$ cat config.mk
export PLATFORM = sky130hd
export DESIGN_NAME = seven_seg_scan
export DESIGN_NICKNAME = d
export VERILOG_FILES = /design/src/rtl/seven_seg_scan.sv
export SDC_FILE = /design/constraint.sdc
export NUM_CORES = 1
export LEC_CHECK = 0
export ABC_AREA = 1
export ABC_CLOCK_PERIOD_IN_PS = 4400
export CORE_MARGIN = 2
export CORE_UTILIZATION = 45
export CTS_BUF_LIST = sky130_fd_sc_hd__clkbuf_16
export DETAILED_ROUTE_END_ITERATION = 8
export GPL_ROUTABILITY_DRIVEN = 0
export PLACE_DENSITY_LB_ADDON = 0.12
export SETUP_SLACK_MARGIN = 0.2
export SLEW_MARGIN = 20
export SYNTH_ARGS = -nofsm -noshare
export SYNTH_HDL_FRONTEND = slang
export SYNTH_SLANG_ARGS = --single-unit
$ cat constraint.sdc
create_clock -name clk -period 4.4 [get_ports clk]
set_clock_uncertainty 0.05 [all_clocks]
set_input_delay 0.66 -clock clk [delete_from_list [all_inputs] [get_ports clk]]
set_output_delay 0.66 -clock clk [all_outputs]
set_load 0.1 [all_outputs]
$ cat src/rtl/seven_seg_scan.sv
// seven_seg_scan: 4-digit multiplexed seven-segment scanner with double-buffered digits; optional blinking under SEG_BLINK_EN
module seven_seg_scan #(
  parameter int REFRESH_DIV = 100000,
  parameter int GHOST_CYC = 2
`ifdef SEG_BLINK_EN
  , parameter int BLINK_FRAMES = 125
`endif
) (
  input  logic        clk,
  input  logic        rst_n,
`ifdef SEG_BLINK_EN
  input  logic [3:0]  blink_mask,
`endif
  input  logic [15:0] digits_in,
  input  logic        load,
  input  logic [3:0]  digit_en,
  output logic [3:0]  an,
  output logic [3:0]  dig,
  output logic        frame_start
);
  localparam int CW = $clog2(REFRESH_DIV);
  logic [CW-1:0] cnt;
  logic [1:0]    idx;
  logic [15:0]   active, pending;
  logic          pending_valid, wrap, bnd, lit;
  logic [3:0]    en_eff;
  assign wrap = cnt == CW'(REFRESH_DIV - 1);
  assign bnd  = wrap && idx == 2'd3;
  assign lit  = cnt >= CW'(GHOST_CYC) && en_eff[idx];
`ifdef SEG_BLINK_EN
  localparam int FW = BLINK_FRAMES > 1 ? $clog2(BLINK_FRAMES) : 1;
  logic [FW-1:0] frame_cnt;
  logic          blink_phase;
  assign en_eff = digit_en & ~(blink_mask & {4{blink_phase}});
  always_ff @(posedge clk or negedge rst_n) begin
    if (!rst_n) begin
      frame_cnt   <= '0;
      blink_phase <= 1'b0;
    end else if (bnd) begin
      frame_cnt   <= frame_cnt == FW'(BLINK_FRAMES - 1) ? '0 : frame_cnt + 1'b1;
      blink_phase <= frame_cnt == FW'(BLINK_FRAMES - 1) ? ~blink_phase : blink_phase;
    end
  end
`else
  assign en_eff = digit_en;
`endif
  always_ff @(posedge clk or negedge rst_n) begin
    if (!rst_n) begin
      cnt           <= '0;
      idx           <= 2'd0;
      active        <= 16'h0000;
      pending       <= 16'h0000;
      pending_valid <= 1'b0;
      an            <= 4'b1111;
      dig           <= 4'hF;
      frame_start   <= 1'b0;
    end else begin
      cnt <= wrap ? '0 : cnt + 1'b1;
      if (wrap) idx <= idx + 2'd1;
      if (bnd) begin
        if (pending_valid) active <= pending;
        pending_valid <= 1'b0;
      end
      if (load) begin
        pending       <= digits_in;
        pending_valid <= 1'b1;
      end
      frame_start <= bnd;
      an          <= lit ? ~(4'b0001 << idx) : 4'b1111;
      dig         <= lit ? active[{idx, 2'b00} +: 4] : 4'hF;
    end
  end
endmodule
# Yosys cells after proc, flatten, opt, wreduce, memory -nomap -nowiden
# Index checks and enable logic that the tools add are counted.
[classes]
n_addsub = 2
mul = 0
n_div = 0
magnitude_cmp = 2
n_eq_ne = 2
shift = 2
muxes = 7
bitwise_logic = 1
reduce_logical = 4
[op_table]
columns = ["operator", "n"]
rows = [
  ["$add A17 B1 Y17 const B", 1],
  ["$eq A17 B17 Y1 const B", 1],
  ["$ge A17 B2 Y1 const B", 1],
  ["$mux W17", 1],
  ["$shiftx A16 B5 Y4", 1],
  ["$mux W4", 2],
  ["$not A4 Y4", 1],
  ["$shl A1 B2 Y4 const A", 1],
  ["$lt A2 B3 Y1 const B", 1],
  ["$mux W1", 3],
  ["$add A2 B1 Y2 const B", 1],
  ["$bmux W1 S2", 1],
  ["$eq A2 B2 Y1 const B", 1],
  ["$logic_and A1 B1 Y1", 2],
  ["$reduce_and A2 Y1", 1],
  ["$reduce_bool A2 Y1", 1],
]
[totals]
register_bits = 61
latchBits = 0
ram_bits = 0
mem_bits_ro = 0
output_inout_bits = 9
mem_count = 0

# Longest topological paths before layout
[logic_depth]
depth_word = 4
depth_mapped = 10
ltp_nobuf = 9

# Worst setup path after synthesis
# Ideal clock, no wire load.
[synth_timing]
path_type = "register -> output"
start = "register frame_start"
end = "output frame_start"
arrival_time_ns = 0.883
setup_slack_ns = 2.807
path_stages_with_launch = 1
n_path_buf = 0
cell_sequence = "dfrtp_1"
[synth_lines]
columns = ["element", "line", "rtl"]
rows = [
  ["start, declared", "19", "output logic frame_start"],
  ["start signal, assigned", "68", "frame_start <= bnd;"],
]
# No word-level cell between the ends.

# Worst setup path after layout
[layout_timing]
start = "register an[3]"
end = "output an[3]"
[layout_lines]
columns = ["element", "line", "rtl"]
rows = [
  ["start, declared", "17", "output logic [3:0] an,"],
  ["start signal, assigned", "69", "an <= lit ? ~(4'b0001 << idx) : 4'b1111;"],
]
# No word-level cell between the ends.

==> metrics.txt <==
worst skew pair latency=0.32 ns; status=complete, but fails checks; final-layout fill cell count=555; max-slew violation count=0; critical path class=flip-flop to primary output; H-tree levels=3; CORE AREA=6420 µm²; Fmax=374 MHz; Hold Vio Cnt, Final=0; mean area per synthesized cell=between 8 and 9 µm²; vias per cell=4.82; Syn Nets=401; Worst Hold Class=input port to async pin; Placed Area=3370 µm²; worst path required time=3.69 ns; Die X=85.8 µm; critical path's top delay family=buffers and inverters; drc violations=3; antenna violations before repair=0; PwrDens=a little under 400 nW/µm²; DIE HEIGHT=85.8 µm; largest net degree at the start of global routing=62; diode count=0; I/O pins=32; Final min period=2.67 ns; Root Driver=clkbuf_16; clock buffer depth=2; Num CTS Buffers=9; first-pass GRT wire length=between 10 and 15 mm; post-route cell area=3710 µm²; total number of vias=between 2000 and 2500; post-CTS setup buffers=0; CTS tree=yes; Final Net Count=433; Antenna Nets Post-Route=0; Synth Cell Area=between 3000 and 4000 µm²; row count=29; Leak=about 1.9 nW; failing checks=design-rule violations; clock sink count=61; hold_buf cts=0; Worst Path Buf+Inv=1; relative slew slack=a little over a third; Final HPWL DP=approximately 4.1 mm; CTS resizes=0; Yosys reg bits=61; Final setup viols=0; sequential cell area fraction in the yosys report=between 50 and 60%; Netlist cell types=28; routed wire length per instance=12.4 µm; Routed WL=6.02 mm; Worst setup SP type=flip-flop; RSZ-0062 raised after global routing=no; Reg clk slew, reported paths=0.05 ns; crit path max-delay cell type=clkdlybuf4s50_1; Least-Margin Pin Slew=a little under 1 ns; GR Util All Layers=a little under a fifth; share of post-route cells with drive strength above 1=10.3%; vias in the first global route=roughly 2400; total global routing overflow=0; Initial DRC Count=around 200; IR drop worst, VDD=253 µV; Syn. warnings=0; Max-Cap Viols=0; DR pass1 iterations=7; Starting Density=46.9%; final worst-path cycle share=around three fifths; Crit. End Element=primary output; Cells after Synth=372; Max stage delay on crit path=about 1.1 ns; area delta synth->final=23.0%; Setup TNS=0 ns; endpoint arrival time on the critical path=1.96 ns; worst-path cell chain=clkdlybuf4s50_1; DIE AREA=7370 µm²; CP max FO=1; Port Buffers=31
-- cells by family after synthesis --
kind of cell	synth area share, %
xor+xnor	1.16
compound gates	8.34
buf+inv	12.0
simple gates	25.0
fa+ha+maj	2.49
flops	51.0
-- synth_stat cells --
library cell	count	area (µm²)
o21ai_1	1	5.00
nand2_4	1	11.3
inv_2	3	11.3
nand4_1	21	131
xor2_1	4	35.0
nor3_1	5	25.0
dfstp_2	8	210
nor2_4	3	33.8
dfrtp_1	53	1330
nand2_2	4	25.0
o31ai_1	1	7.51
o21ai_0	32	160
buf_4	2	15.0
a21oi_1	12	60.1
buf_6	1	11.3
clkbuf_1	6	22.5
clkinv_2	1	5.00
buf_2	3	15.0
nand2_1	75	282
a31oi_1	1	6.26
nand3_1	20	100
o22ai_2	1	12.5
nor2_2	1	6.26
inv_1	75	282
ha_1	6	75.1
nand4_4	1	21.3
nor2_1	30	113
and3_1	1	6.26
-- cells in the final DEF, fill, tap and decap left out, drive strengths merged, types with 4 or more instances in the layout --
master	Yosys	layout
nand4	22	22
clkinv	1	5
inv	78	78
clkbuf	6	9
nand2	80	80
dfrtp	53	53
nand3	20	20
o21ai	33	33
clkdlybuf4s50	0	30
dfstp	8	8
nor2	34	34
nor3	5	5
a21oi	12	12
xor2	4	4
ha	6	6
-- stage by stage --
stage	std cells	setup slack [ns]	util [%]	hold slack [ns]	power, mW
2_1_floorplan	372	2.81	-	0.314	0.629
3_3_place_gp	470	2.08	52.4	0.431	0.668
3_5_place_dp	470	2.07	52.4	0.448	0.670
4_1_cts	486	1.71	57.7	0.455	1.47
5_1_grt	486	1.69	57.7	0.478	1.51
6_report	486	1.73	57.7	0.443	1.46
-- sequential cells by signal (all words and copies together), names as in the netlist --
register	flops
dig	4
active	16
frame_start	1
idx	2
pending_valid	1
an	4
cnt	17
pending	16
-- worst paths after layout --
path | startpoint | endpoint | slack (ns) | cells after the start
max | an[3] | an[3] | 1.73 | 1
min | rst_n | active[13] | 0.44 | 2
max reg2reg | idx[0] | active[15] | 2.28 | 5
min reg2reg | cnt[0] | cnt[0] | 0.45 | 1
max in group asynchronous | rst_n | pending[9] | 3.37 | 2
min in group clk | cnt[0] | cnt[0] | 0.45 | 1
-- metal layers --
layer / part of all wire, % / up-vias / GRT usage, %
met5: 0 / - / 0
met4: 2.5 / 0 / 10.8
met3: 4.9 / 14 / 3.56
met2: 41 / 67 / 27.5
met1: 51 / 1029 / 27.2
li1: - / 1232 / -
-- layout make-up --
cell class | count | area [µm²] | share of cell area (%)
multi-input combinational | 220 | 1120 | 30.1
sequential | 61 | 1540 | 41.5
timing repair buffer | 33 | 320 | 8.64
inverter | 79 | 298 | 8.04
tap | 77 | 96.3 | 2.60
clock inverter | 7 | 114 | 3.07
clock buffer | 9 | 225 | 6.08
-- where the power goes --
group / switching [mW] / internal [mW] / leakage, nW / total [mW]
registers: 0.00357 / 0.579 / 0.776 / 0.582
clock network: 0.250 / 0.550 / 0.169 / 0.800
logic: 0.0481 / 0.0281 / 0.983 / 0.0763
Note: power is estimated with default switching activity, not from simulation.
